<file path="src/rtl/tick_timer_pkg.sv">
// ---------------------------------------------------------------------------
// tick_timer_pkg: shared state encoding and default widths for the tick timer
// Revision: 1.0
// ---------------------------------------------------------------------------
`default_nettype none

package tick_timer_pkg;

  localparam int unsigned DEF_NCH = 4;
  localparam int unsigned DEF_W   = 16;
  localparam int unsigned DEF_DW  = 16;

  typedef enum logic [1:0] {
    IDLE  = 2'd0,
    DELAY = 2'd1,
    RUN   = 2'd2,
    DONE  = 2'd3
  } tt_state_t;

endpackage

`default_nettype wire

</file>
<file path="src/rtl/prog_tick_channel.sv">
// ---------------------------------------------------------------------------
// prog_tick_channel: one start-delay / shadowed-modulus tick channel
// Revision: 1.0
// ---------------------------------------------------------------------------
`default_nettype none

module prog_tick_channel
  import tick_timer_pkg::*;
#(
  parameter int W  = DEF_W,
  parameter int DW = DEF_DW
) (
  input  logic          clk,
  input  logic          reset,
  input  logic          enable_i,
  input  logic          start_i,
  input  logic          stop_i,
  input  logic          oneshot_i,
  input  logic [W-1:0]  modulus_i,
  input  logic [DW-1:0] delay_i,
  output logic          max_tick_o,
  output logic          done_o,
  output logic          busy_o,
  output logic [W-1:0]  count_o
);

  tt_state_t     state_q, state_d;
  logic [W-1:0]  count_q, count_d;
  logic [W-1:0]  m_q, m_d;
  logic [DW-1:0] dly_q, dly_d;
  logic          os_q, os_d;
  logic          w_last;

  // Modulus 0 and 1 both mean "tick every enabled cycle"
  assign w_last = (m_q <= W'(1)) ? 1'b1 : (count_q == m_q - W'(1));

  always_comb begin
    state_d    = state_q;
    count_d    = count_q;
    m_d        = m_q;
    dly_d      = dly_q;
    os_d       = os_q;
    max_tick_o = 1'b0;
    done_o     = 1'b0;
    busy_o     = (state_q == DELAY) || (state_q == RUN);

    if (stop_i) begin
      state_d = IDLE;
      count_d = '0;
    end else if (start_i) begin
      state_d = (delay_i != '0) ? DELAY : RUN;
      count_d = '0;
      m_d     = modulus_i;
      dly_d   = delay_i;
      os_d    = oneshot_i;
    end else begin
      case (state_q)
        IDLE: ;
        DELAY: begin
          // dly_q is always >= 1 while in DELAY
          if (enable_i) begin
            dly_d = dly_q - DW'(1);
            if (dly_q == DW'(1)) begin
              state_d = RUN;
              count_d = '0;
            end
          end
        end
        RUN: begin
          if (enable_i) begin
            if (w_last) begin
              max_tick_o = 1'b1;
              count_d    = '0;
              m_d        = modulus_i;
              if (os_q) state_d = DONE;
            end else begin
              count_d = count_q + W'(1);
            end
          end
        end
        DONE: begin
          done_o  = 1'b1;
          state_d = IDLE;
        end
        default: state_d = IDLE;
      endcase
    end
  end

  always_ff @(posedge clk or posedge reset) begin
    if (reset) begin
      state_q <= IDLE;
      count_q <= '0;
      m_q     <= '0;
      dly_q   <= '0;
      os_q    <= 1'b0;
    end else begin
      state_q <= state_d;
      count_q <= count_d;
      m_q     <= m_d;
      dly_q   <= dly_d;
      os_q    <= os_d;
    end
  end

  assign count_o = count_q;

endmodule

`default_nettype wire

</file>
<file path="src/rtl/prog_tick_timer.sv">
// ---------------------------------------------------------------------------
// prog_tick_timer: NCH independent programmable tick channels, packed I/O
// Revision: 1.0
// ---------------------------------------------------------------------------
`default_nettype none

module prog_tick_timer
  import tick_timer_pkg::*;
#(
  parameter int NCH = DEF_NCH,
  parameter int W   = DEF_W,
  parameter int DW  = DEF_DW
) (
  input  logic              clk,
  input  logic              reset,
  input  logic              enable,
  input  logic [NCH-1:0]    start,
  input  logic [NCH-1:0]    stop,
  input  logic [NCH-1:0]    oneshot,
  input  logic [NCH*W-1:0]  modulus,
  input  logic [NCH*DW-1:0] delay,
  output logic [NCH-1:0]    max_tick,
  output logic [NCH-1:0]    done,
  output logic [NCH-1:0]    busy,
  output logic [NCH*W-1:0]  count
);

  for (genvar c = 0; c < NCH; c++) begin : g_ch
    prog_tick_channel #(
      .W  (W),
      .DW (DW)
    ) u_ch (
      .clk        (clk),
      .reset      (reset),
      .enable_i   (enable),
      .start_i    (start[c]),
      .stop_i     (stop[c]),
      .oneshot_i  (oneshot[c]),
      .modulus_i  (modulus[c*W +: W]),
      .delay_i    (delay[c*DW +: DW]),
      .max_tick_o (max_tick[c]),
      .done_o     (done[c]),
      .busy_o     (busy[c]),
      .count_o    (count[c*W +: W])
    );
  end

endmodule

`default_nettype wire

</file>
<file path="config.mk">
export PLATFORM = sky130hd
export DESIGN_NAME = prog_tick_timer
export DESIGN_NICKNAME = d
export VERILOG_FILES = /design/src/rtl/tick_timer_pkg.sv /design/src/rtl/prog_tick_channel.sv /design/src/rtl/prog_tick_timer.sv
export SDC_FILE = /design/constraint.sdc
export NUM_CORES = 1
export LEC_CHECK = 0
export BUFFER_PORTS_ARGS = -buffer_cell sky130_fd_sc_hd__buf_4
export CELL_PAD_IN_SITES_DETAIL_PLACEMENT = 2
export CELL_PAD_IN_SITES_GLOBAL_PLACEMENT = 2
export CORE_MARGIN = 2
export CORE_UTILIZATION = 37
export DETAILED_ROUTE_END_ITERATION = 6
export GPL_ROUTABILITY_DRIVEN = 1
export PLACE_DENSITY = 0.86
export REMOVE_ABC_BUFFERS = 1
export SYNTH_ARGS = -nofsm -noshare
export SYNTH_HDL_FRONTEND = slang
export SYNTH_SLANG_ARGS = --single-unit
</file>
<file path="constraint.sdc">
create_clock -name clk -period 12.1 [get_ports clk]
set_input_delay 1.21 -clock clk [delete_from_list [all_inputs] [get_ports clk]]
set_output_delay 1.21 -clock clk [all_outputs]
set_load 0.01 [all_outputs]
</file>
* Word-level counts from Yosys, hierarchy flattened
Cells that the tools add are included.
Storage, ports and cells: register bits 204, bits of input ports 143, output and inout port bits 76, logic and storage cells 260
Cells by class: add/subtract/negate cells 12, magnitude comparators 4, eq/ne operators 40, mux-type cells 128, bitwise logic cells 4, reduce and logical (&&, ||, !) cells 52
Operators with widths (number):
- $mux 16 | 52
- $pmux 16 s2 | 4
- $sub 16x1->16 const B | 8
- $add 16x1->16 const B | 4
- $eq 16x1->1 const B | 4
- $eq 16x16->1 | 4
- $le 16x1->1 const B | 4
- $mux 2 | 32
- $reduce_bool 16->1 | 4
- $ne 4x4->1 const B | 12
- $mux 1 | 36
- $ne 4x3->1 const B | 8
- $reduce_and 4->1 | 8
- $reduce_bool 2->1 | 16
- $pmux 2 s3 | 4
- $reduce_and 6->1 | 4
- $reduce_bool 5->1 | 4
- $eq 2x2->1 const B | 8
- $reduce_bool 4->1 | 4
- $reduce_and 3->1 | 4
- $eq 2x1->1 const B | 4
- $reduce_and 2->1 | 4
- $logic_or 1x1->1 | 4
- $not 1->1 | 4

* Depth between registers and ports, before layout
Gate-level depths: netlist (run 1).
depth after elaboration 8, gate-level depth with buffers 14, mapped depth without buffers 10

* Modules after synthesis
Synthesis (run 1) repeated with hierarchy kept, for this count alone.
Unflattened totals: cell total of the unflattened synthesis 1469, area total of the unflattened synthesis 13346.6 um2
By module, submodules not included:
- prog_tick_channel at g_ch[0].u_ch ... | instances 2, cells each 369, area each 3328.2 um2, sequential area each 1276.2 um2
- prog_tick_channel at g_ch[3].u_ch | instances 1, cells each 378, area each 3418.3 um2, sequential area each 1276.2 um2
- prog_tick_channel at g_ch[2].u_ch | instances 1, cells each 353, area each 3271.9 um2, sequential area each 1276.2 um2

* Least setup slack after synthesis (run 1)
Ideal clock, no wire load.
path kind register -> output, start register g_ch[1].u_ch.m_q[5], end output port max_tick[1], data arrival time 3.286 ns, data required time 10.890 ns, slack 7.604 ns, cell stages (with the launch flop) 11, buffers on the path 3, cells stage by stage dfrtp_1 > clkbuf_1 > or4_1 > clkbuf_1 > or4_1 > a2111oi_0 > nand4_1 > or3b_1 > and2_1 > nor4_1 > buf_4
On the way: word-level cells in the longest chain between the ends 8, elaborated cells between the ends (all ways) 9, those cells by class add/sub (1); order compare (1); eq/ne (1); mux (6)
Ends and longest elaborated chain:
- start: declaration | RTL line prog_tick_channel.sv:29 | logic [W-1:0] m_q, m_d;
- start signal: assignment | RTL line prog_tick_channel.sv:100 | m_q <= m_d;
- $sub 16x1->16 | RTL line prog_tick_channel.sv:35 | assign w_last = (m_q <= W'(1)) ? 1'b1 : (count_q == m_q - W'(1));
- $eq 16x16->1 | RTL line prog_tick_channel.sv:35
- $mux 1 * | RTL line prog_tick_channel.sv:35
- $mux 1 * | RTL line prog_tick_channel.sv:71 | if (w_last) begin
- $mux 1 * | RTL line prog_tick_channel.sv:70 | if (enable_i) begin
- $mux 1 * | RTL line prog_tick_channel.sv:57 | case (state_q)
- $mux 1 * | RTL line prog_tick_channel.sv:50 | end else if (start_i) begin
- $mux 1 * | RTL line prog_tick_channel.sv:47 | if (stop_i) begin
- end: declaration | RTL line prog_tick_timer.sv:22 | output logic [NCH-1:0] max_tick,
Mark *: on every way between the ends. The rest lies on a longest branch, timed or not.

* Final worst setup path (run 1)
start register g_ch[1].u_ch.m_q[8], end output port max_tick[1]
The elaborated chain is that of the path after synthesis.

==> out/results.txt, run 1 <==
Ys Warns: 0
Via-to-Cell Ratio: 5.83
Final Slew Violations: 0
power share of the combinational group: 0.225
syn avg cell area: 8.44 µm²
Slew @ Worst Pin: 1.23 ns
Final Hold Violating Endpoints: 0
clock sink total: 204
max-cap viol count: 0
clk root buf: clkbuf_16
Total Power: 2.20 mW
met2 Use GR: 0.468
ANT cells: 0
Max rail drop VDD: 0.0000993 V
sw power: 733 µW
Die Y: 198 µm
Worst Path Arrival: 4.64 ns
cts repair resizes: 0
CTS Buf Count: 27
internal power: 1.47 mW
Worst setup EP type: output port
Synth Instances: 1654
clock skew: 0.00837 ns
area of the multi-input gates: 0.00818 mm²
global routing usage on met3: 0.0383
first-pass GRT wire length: 82800 µm
GPL Wtd Cong: 0.825
top_reg_cell synth: dfrtp_1
Hold Slack: 0.490 ns
crit start category: flop
Tmin final: 5.85 ns
FF+latch area: 0.00510 mm²
Wirelength per Cell: 22.0 µm
Critical Path RT: 10.89 ns
number of global-route vias before repair: 14900
critical path class: flop to output port
die width: 198 µm
count of cell types in the netlist: 84
nets@finish: 1995
RSZ-0062 raised after global routing: no
largest net degree at the start of global routing: 139
busiest grt layer: met2
Post-CTS Setup Bufs: 0
CORE AREA: 0.0374 mm²
gr usage total: 0.263
period utilization: 0.484
fraction of registers with async set/reset: 1.00
IO buf count: 218
cts hold-fix bufs: 0
DRC errors left: 0
Starting Density: 0.373
total gr overflow: 0
PwrDens: 131 mW/mm²
antenna violations before repair: 3
final WL: 51500 µm
most frequent cells after synthesis: 204 x dfrtp_1, 160 x nor2_1, 134 x o21ai_0, 132 x nand2_1, 88 x a21oi_1
final instance area: 0.0168 mm²
I/O Pins: 219
drt pass-1 iters: 5
status: completed
htree depth: 1
FF+latch count, synth: 204
Detail Placement HPWL: 36200 µm
clock power share: 0.368
Syn-to-layout area delta: 20.1%
P_leak: 7.30 nW
TritonCTS clock tree: built
clk slew on worst S/H paths: 0.06 ns
first-iteration detailed-routing DRC count: 633
Fillers: 4173
worst hold-check path type: flop to flop
setup TNS: 0 ns
fmax: 171 MHz
utilization after layout: 0.448
Max clock buf depth: 3
latest clock arrival within the worst-skew pair: 0.55 ns
mapped cell area: 0.0140 mm²
Flop pwr share: 0.407
DIE AREA: 0.0393 mm²
number of synthesized flops with an enable pin: 0
num rows: 71
ranking of synthesized cells by area: dfrtp_1 37%, o21ai_0 4.8%, nor2_1 4.3%, ha_1 3.6%, nand2_1 3.6%
worst-path fanout max: 15
M1 GR Usage: 0.323
via count: 13600
share of post-route cells with drive strength above 1: 0.190
top-count cell post-synth: dfrtp_1
Seq/Total Area, Yosys: 0.366
Routed Antenna Nets: 0
Net Sw Frac: 0.333
# setup viols final: 0
area leader, netlist: dfrtp_1
share of the synthesized area in the top cell type: 0.366
DP Area: 0.0159 mm²
Worst slew margin: 0.171
kinds of logic after synthesis:
kind of cell	count (synthesis)	synth area share
mux	54	0.0450
compound gates	412	0.190
buf+inv	164	0.0497
xor+xnor	92	0.0597
fa+ha+maj	40	0.0359
flops	204	0.366
simple gates	688	0.254
state kept, by name, indices dropped and copies added, names as in the netlist:
register and cells:
g_ch.u_ch.count_o 64, g_ch.u_ch.dly_q 64, g_ch.u_ch.m_q 64, g_ch.u_ch.state_q 8, g_ch.u_ch.os_q 4
power by group through the flow:
stage                     Combinational, mW  Clock, mW  Sequential [mW]
after floorplan                       0.322          0            0.863
final                                 0.494      0.810            0.895
after detailed placement              0.487          0            0.902
after global routing                  0.553      0.855            0.914
after global placement                0.454          0            0.889
after CTS                             0.497      0.834            0.894
cell usage in the layout, fill, tap and decap left out, types with 8 or more instances in the layout:
| cell | Yosys | routed |
|---|---|---|
| a221o_1 | 16 | 16 |
| nor3_1 | 87 | 86 |
| a21o_1 | 18 | 18 |
| a211oi_1 | 8 | 8 |
| nand4_1 | 21 | 21 |
| o22ai_1 | 19 | 19 |
| clkinv_2 | 0 | 8 |
| nand2b_1 | 17 | 17 |
| nand2_1 | 132 | 132 |
| mux2_2 | 38 | 38 |
| buf_4 | 13 | 227 |
| o21ai_0 | 134 | 134 |
| or4_1 | 17 | 17 |
| dfrtp_1 | 204 | 204 |
| and3_1 | 42 | 42 |
| inv_1 | 65 | 64 |
| xnor2_1 | 51 | 51 |
| nor3b_1 | 10 | 10 |
| mux2i_1 | 8 | 8 |
| or3_1 | 27 | 27 |
| a22o_1 | 26 | 26 |
| a21oi_1 | 88 | 88 |
| or2_2 | 10 | 10 |
| ha_1 | 40 | 40 |
| a22oi_1 | 20 | 20 |
| a31oi_1 | 14 | 14 |
| clkbuf_16 | 0 | 27 |
| nor4_1 | 58 | 57 |
| mux2_4 | 8 | 8 |
| xor2_1 | 39 | 39 |
| nor2_1 | 160 | 160 |
| nand3_1 | 53 | 53 |
layer usage:
layer / share of wire / vias up
met5: 0.00064 / -
met4: 0.033 / 4
met3: 0.038 / 107
met2: 0.51 / 252
met1: 0.42 / 6933
li1: - / 6351
stage by stage:
step | cells | worst slack (ns)
floorplan | 1556 | 5.32
global placement | 2294 | 6.97
detailed placement | 2294 | 6.84
CTS | 2341 | 6.22
global route | 2341 | 5.90
finish | 2341 | 6.25
final timing paths:
check	start	slack (ns)	to	cells past startpoint
max	g_ch[1].u_ch.m_q[8]$_DFFE_PP0P_	6.25	max_tick[1]	9
min	g_ch[2].u_ch.dly_q[14]$_DFFE_PP0P_	0.49	g_ch[2].u_ch.dly_q[14]$_DFFE_PP0P_	1
max reg2reg	g_ch[2].u_ch.m_q[0]$_DFFE_PP0P_	7.72	g_ch[2].u_ch.m_q[0]$_DFFE_PP0P_	10
min reg2reg	g_ch[2].u_ch.dly_q[14]$_DFFE_PP0P_	0.49	g_ch[2].u_ch.dly_q[14]$_DFFE_PP0P_	1
max in group asynchronous	reset	9.64	g_ch[1].u_ch.dly_q[5]$_DFFE_PP0P_	3
min in group asynchronous	reset	0.87	g_ch[2].u_ch.dly_q[8]$_DFFE_PP0P_	2
final cells by class:
class / instances / share of cell area
Clock buffer: 37 / 0.0462
Clock inverter: 10 / 0.00597
Inverter: 66 / 0.0152
Multi-Input combinational cell: 1286 / 0.488
Sequential cell: 204 / 0.305
Tap cell: 511 / 0.0382
Timing Repair Buffer: 227 / 0.102
worst max-delay path: stages, from the launching register on:
cell and delay, ns:
dfrtp_1 0.46, nor4_1 0.67, nand3b_1 0.28, or4_1 0.51, a2111oi_0 0.42, nand4_1 0.24, or3b_1 0.63, and2_1 0.36
nor4_1 0.33, buf_4 0.19
No activity file was read; power rests on OpenSTA's default activity.
==> run 2, diff against run 1 <==
- CORE_UTILIZATION: 37 -> 31
- PLACE_DENSITY: 0.86 -> 0.77
- clock period: 12.1 -> 4.8 ns (I/O delays scaled with it)
==> run 2 against run 1 <==
  * Non-clock buffer count increased by 9
  * Combinational power grew 150%
  * Routed wire length fell by 3.5%
  * Total power grew to 2.6 times the previous value
  * Hold slack lost 0.40 ns
  * Cell count is 4.1% higher
  * Sequential share of layout area is 0.55 points lower
  * Register-to-register slack lost 7.2 ns
  * Cell area up 1.8%
  * Clock skew fell by 0.0015 ns
  * Clock-buffer cell count grew 1
  * Largest power group unchanged
==> out/results.txt, run 2 (synthesized netlist as in run 1, its figures left out) <==
clock sink total: 204 (unchanged)
crit start category: flop (unchanged)
number of global-route vias before repair: 14600 (was 14900)
Worst slew margin: 0.338 (was 0.171)
Buf+Inv Stages, Crit Path: 2 (was 1)
TritonCTS clock tree: built (unchanged)
die width: 216 µm (was 198 µm)
largest net degree at the start of global routing: 122 (was 139)
Routed Antenna Nets: 0 (unchanged)
DP Area: 0.0161 mm² (was 0.0159 mm²)
max-cap viol count: 0 (unchanged)
I/O Pins: 219 (unchanged)
fmax: 218 MHz
gr usage total: 0.211 (was 0.263)
Via-to-Cell Ratio: 5.54 (was 5.83)
drt pass-1 iters: 6 (was 5)
final instance area: 0.0171 mm² (was 0.0168 mm²)
Starting Density: 0.315 (was 0.373)
Final Slew Violations: 0 (unchanged)
DRC errors left: 0 (unchanged)
Wirelength per Cell: 20.4 µm (was 22.0 µm)
final WL: 49700 µm (was 51500 µm)
Tmin final: 4.58 ns
placed insts: 2384 (was 2294)
CP max stage delay: 0.65 ns (was 0.67 ns)
critical path class: flop to output port (unchanged)
worst-path cell chain: inv_1 -> ha_2 -> or3b_2 -> o31ai_1 -> or4b_2 -> a311oi_2 -> and4_1 -> o211ai_2 -> nor3_1 -> buf_4 (was nor4_1 -> nand3b_1 -> or4_1 -> a2111oi_0 -> nand4_1 -> or3b_1 -> and2_1 -> nor4_1 -> buf_4)
worst-path fanout max: 11 (was 15)
Fillers: 4956 (was 4173)
first-pass GRT wire length: 81200 µm (was 82800 µm)
IO buf count: 218 (unchanged)
GPL Wtd Cong: 0.837 (was 0.825)
most frequent cells in the layout: 236 x buf_4, 204 x dfrtp_1, 160 x nor2_1 (was 227 x buf_4, 204 x dfrtp_1, 160 x nor2_1)
# setup viols final: 0 (unchanged)
Final WS setup: 0.216 ns (was 6.25 ns)
area of the multi-input gates: 0.00821 mm² (was 0.00818 mm²)
RSZ-0062 raised after global routing: no (unchanged)
Setup WS pre-CTS: 0.595 ns (was 6.84 ns)
slowest CP cell: or4b_2 (was nor4_1)
Critical Path RT: 4.32 ns (was 10.89 ns)
status: completed (unchanged)
total gr overflow: 0 (unchanged)
clk root buf: clkbuf_16 (unchanged)
Slew @ Worst Pin: 0.993 ns (was 1.23 ns)
PwrDens: 335 mW/mm² (was 131 mW/mm²)
period utilization: 0.955
share of post-route cells with drive strength above 1: 0.199 (was 0.190)
Detail Placement HPWL: 36100 µm (was 36200 µm)
delay-heaviest family, CP: simple AND/OR/NAND/NOR gates (unchanged)
Die Y: 216 µm (was 198 µm)
Syn-to-layout area delta: 22.2% (was 20.1%)
Final Non-Filler Cells: 2437 (was 2341)
P_leak: 7.40 nW (was 7.30 nW)
CORE AREA: 0.0443 mm² (was 0.0374 mm²)
antenna violations before repair: 5 (was 3)
htree depth: 1 (unchanged)
worst hold-check path type: primary input to async pin (was flop to flop)
clk slew on worst S/H paths: 0.06 ns (about the same)
FF+latch area: 0.00510 mm² (unchanged)
nets@finish: 2005 (was 1995)
DIE AREA: 0.0467 mm² (was 0.0393 mm²)
Max rail drop VDD: 0.000249 V (was 0.0000993 V)
Final Hold Violating Endpoints: 0 (unchanged)
Worst setup EP type: output port (unchanged)
clock skew: 0.00683 ns (was 0.00837 ns)
Total Power: 5.71 mW (was 2.20 mW)
num rows: 77 (was 71)
Worst Path Arrival: 4.10 ns (was 4.64 ns)
CTS Buf Count: 28 (was 27)
commonest non-fill, non-tap cell in the layout: buf_4 (unchanged)
via count: 13500 (was 13600)
Max clock buf depth: 3 (unchanged)
latest clock arrival within the worst-skew pair: 0.57 ns (was 0.55 ns)
first-iteration detailed-routing DRC count: 609 (was 633)
[run 2: routing by layer]
layer / track usage / vias up / wire length (µm)
li1: - / 6379 / -
met1: 0.270 / 6871 / 22100
met2: 0.373 / 173 / 24800
met3: 0.0303 / 73 / 1710
met4: 0.0559 / 6 / 1060
met5: 0 / - / 36
[run 2: worst reg2reg max path, cell delays in order (launching register included)]
cell      delay [ns]
dfrtp_1         0.47
inv_1           0.13
ha_2            0.32
or3b_2          0.53
o31ai_1         0.26
or4b_2          0.65
a311oi_2        0.29
and4_1          0.38
o211ai_2        0.15
o21a_1          0.55
mux2_4          0.46
[run 2: layout make-up]
type / instances / area share
inverters: 66 / 0.0150
clock inverters: 13 / 0.00983
diodes: 2 / 0.000293
well taps: 592 / 0.0434
multi-input cells: 1286 / 0.481
flip-flops and latches: 204 / 0.299
clock buffers: 38 / 0.0475
repair buffers: 236 / 0.104
[run 2: per-stage QoR]
| stage | hold slack [ns] | util | TNS (ns) |
|---|---|---|---|
| after floorplan | 0.450 | - | -254.47 |
| after global placement | 0.473 | 0.362 | 0 |
| after detailed placement | 0.485 | 0.362 | 0 |
| after CTS | 0.0983 | 0.384 | 0 |
| after global routing | 0.123 | 0.385 | 0 |
| final | 0.0865 | 0.385 | 0 |
[run 2: what timing repair did]
item	in CTS	in global routing
hold buffers	0	0
setup buffers	0	0
setup endpoints to repair	1	2
gates resized for setup	1	5
[run 2: worst paths after layout]
kind	startpoint	endpoint	cells past startpoint	slack, ns
max in group asynchronous	reset	g_ch[0].u_ch.count_o[0]$_DFFE_PP0P_	3	3.62
max reg2reg	g_ch[2].u_ch.m_q[0]$_DFFE_PP0P_	g_ch[2].u_ch.m_q[4]$_DFFE_PP0P_	10	0.50
max	g_ch[2].u_ch.m_q[0]$_DFFE_PP0P_	max_tick[2]	10	0.22
min in group clk	modulus[20]	g_ch[1].u_ch.m_q[4]$_DFFE_PP0P_	3	0.13
min reg2reg	g_ch[0].u_ch.dly_q[6]$_DFFE_PP0P_	g_ch[0].u_ch.dly_q[6]$_DFFE_PP0P_	2	0.50
min	reset	g_ch[2].u_ch.dly_q[6]$_DFFE_PP0P_	2	0.09
[run 2: power by group]
group / internal, mW / switching, mW
logic: 0.546 / 0.681
clock network: 1.39 / 0.850
registers: 1.94 / 0.309
total: 3.87 / 1.84
==> run 3, diff against run 2 <==
- PLACE_DENSITY: 0.77 -> default
- PLACE_DENSITY_LB_ADDON: default -> 0.2
==> run 3 against run 2 <==
  * Die area did not move
  * Total power fell by 2.3%
  * First-iteration DRC count rose by 8.0%
  * Via count fell by 0.66%
  * Non-clock buffer count rose by 6
  * Sequential power barely moved
  * Flip-flop and latch count did not move
  * Sequential share of layout area rose by 0.055 points
  * Clock power fell by 6%
  * Hold slack got worse by 0.022 ns
  * Clock-buffer cell count rose by 7
  * Setup slack improved by 0.063 ns
==> out/results.txt, run 3 (synthesized netlist as in run 1, its figures left out) <==
total gr overflow: 0 (unchanged)
slowest CP cell: or3b_2 (was or4b_2)
number of global-route vias before repair: 14600 (about the same)
crit start category: flop (unchanged)
Starting Density: 0.315 (unchanged)
DRC errors left: 0 (unchanged)
CP max stage delay: 0.54 ns (was 0.65 ns)
gr usage total: 0.213 (was 0.211)
Worst Path Arrival: 4.04 ns (was 4.10 ns)
GPL Wtd Cong: 0.819 (was 0.837)
setup TNS: 0 ns (unchanged)
Crit path top cell by count: buf_4
Max clock buf depth: 3 (unchanged)
largest net degree at the start of global routing: 110 (was 122)
antenna violations before repair: 5 (unchanged)
Via-to-Cell Ratio: 5.49 (was 5.54)
share of post-route cells with drive strength above 1: 0.197 (was 0.199)
nets@finish: 2011 (was 2005)
Wirelength per Cell: 20.4 µm (about the same)
commonest non-fill, non-tap cell in the layout: buf_4 (unchanged)
Syn-to-layout area delta: 22.0% (was 22.2%)
die width: 216 µm (unchanged)
Max rail drop VDD: 0.000207 V (was 0.000249 V)
critical path class: flop to output port (unchanged)
final WL: 49900 µm (was 49700 µm)
first-iteration detailed-routing DRC count: 658 (was 609)
Worst slew margin: 0.367 (was 0.338)
first-pass GRT wire length: 81600 µm (was 81200 µm)
DIE AREA: 0.0467 mm² (unchanged)
PwrDens: 328 mW/mm² (was 335 mW/mm²)
CORE AREA: 0.0443 mm² (unchanged)
final instance area: 0.0170 mm² (was 0.0171 mm²)
status: completed (unchanged)
worst hold-check path type: primary input to async pin (unchanged)
IO buf count: 218 (unchanged)
Final WS setup: 0.279 ns (was 0.216 ns)
Detail Placement HPWL: 36300 µm (was 36100 µm)
worst-path cell chain: inv_1 -> ha_1 -> or3b_2 -> or3_4 -> or4b_4 -> a311oi_2 -> and4_1 -> buf_4 -> o211ai_2 -> nor3_1 -> buf_4 (was inv_1 -> ha_2 -> or3b_2 -> o31ai_1 -> or4b_2 -> a311oi_2 -> and4_1 -> o211ai_2 -> nor3_1 -> buf_4)
placed insts: 2390 (was 2384)
htree depth: 1 (unchanged)
period utilization: 0.942 (was 0.955)
Final Non-Filler Cells: 2443 (was 2437)
clk root buf: clkbuf_16 (unchanged)
max-cap viol count: 0 (unchanged)
clk slew on worst S/H paths: 0.06 ns (about the same)
utilization after layout: 0.384 (was 0.385)
CTS Buf Count: 28 (unchanged)
Final Slew Violations: 0 (unchanged)
TritonCTS clock tree: built (unchanged)
Final Hold Violating Endpoints: 0 (unchanged)
area of the multi-input gates: 0.00819 mm² (was 0.00821 mm²)
I/O Pins: 219 (unchanged)
# setup viols final: 0 (unchanged)
most frequent cells in the layout: 242 x buf_4, 204 x dfrtp_1, 160 x nor2_1 (was 236 x buf_4, 204 x dfrtp_1, 160 x nor2_1)
Fillers: 5051 (was 4956)
via count: 13400 (was 13500)
Tmin final: 4.52 ns (was 4.58 ns)
DP Area: 0.0161 mm² (about the same)
Setup WS pre-CTS: 0.608 ns (was 0.595 ns)
drt pass-1 iters: 5 (was 6)
FF+latch area: 0.00510 mm² (unchanged)
Critical Path RT: 4.32 ns (about the same)
worst-path fanout max: 11 (unchanged)
clock skew: 0.0144 ns (was 0.00683 ns)
Die Y: 216 µm (unchanged)
clock sink total: 204 (unchanged)
latest clock arrival within the worst-skew pair: 0.57 ns (about the same)
Routed Antenna Nets: 0 (unchanged)
fmax: 221 MHz (was 218 MHz)
Worst setup EP type: output port (unchanged)
RSZ-0062 raised after global routing: no (unchanged)
P_leak: 7.39 nW (was 7.40 nW)
Slew @ Worst Pin: 0.941 ns (was 0.993 ns)
num rows: 77 (unchanged)
run 3: cell count changes in the layout (fill, tap and decap cells not counted), sizes merged:
cell	previous run	this run
bufinv	4	1
clkbuf	38	45
clkinvlp	1	0
buf	236	242
clkinv	9	5
inv	65	66
run 3: per-layer routing:
layer	share of wire	wire, µm	vias up	global-route usage
li1	-	-	6389	-
met1	0.46	23000	6798	0.286
met2	0.49	24400	169	0.366
met3	0.035	1720	51	0.0284
met4	0.013	671	6	0.0459
met5	0.00074	37	-	0
run 3: layout make-up:
cell class                      instances  share of cell area
Multi-Input combinational cell       1286               0.481
Sequential cell                       204               0.300
Timing Repair Buffer                  242               0.107
Clock buffer                           45              0.0496
Tap cell                              592              0.0435
Inverter                               66              0.0150
Clock inverter                          6             0.00411
Antenna cell                            2            0.000294
run 3: through the flow:
| step | total power, mW | hold slack, ns |
|---|---|---|
| after floorplan | 2.99 | 0.450 |
| after global placement | 3.43 | 0.477 |
| after detailed placement | 3.50 | 0.482 |
| after CTS | 5.67 | 0.0866 |
| after global routing | 5.93 | 0.122 |
| final | 5.58 | 0.0645 |
run 3: final timing paths:
kind / slack [ns] / start / endpoint / depth (start not counted)
max in group asynchronous: 3.62 / reset / g_ch[3].u_ch.count_o[15]$_DFFE_PP0P_ / 3
hold / removal: 0.06 / reset / g_ch[0].u_ch.count_o[13]$_DFFE_PP0P_ / 2
setup / recovery: 0.28 / g_ch[2].u_ch.m_q[0]$_DFFE_PP0P_ / max_tick[2] / 11
min in group clk: 0.12 / modulus[16] / g_ch[1].u_ch.m_q[0]$_DFFE_PP0P_ / 3
hold reg to reg: 0.50 / g_ch[2].u_ch.dly_q[14]$_DFFE_PP0P_ / g_ch[2].u_ch.dly_q[14]$_DFFE_PP0P_ / 1
setup reg to reg: 0.63 / g_ch[2].u_ch.m_q[0]$_DFFE_PP0P_ / g_ch[2].u_ch.m_q[2]$_DFFE_PP0P_ / 11
run 3: critical path, delay by kind of cell (launching register included):
family	cells	cell delay (ns)
DFF	1	0.47
adders and majority gates	1	0.38
AOI/OAI and AO/OA	2	0.34
buffers and inverters	3	0.42
and+or+nand+nor	5	1.87
run 3: power by group:
group / switching [mW] / internal (mW) / leakage, nW
sequential: 0.307 / 1.94 / 2.55
clock: 0.853 / 1.25 / 0.450
combinational: 0.682 / 0.549 / 4.39
run 3: what timing repair did:
action,4_1_cts,5_1_grt
hold buffers,0,0
pin swaps,0,1
resized for setup,1,2
buffers inserted,0,0
endpoints found under the setup margin,1,1
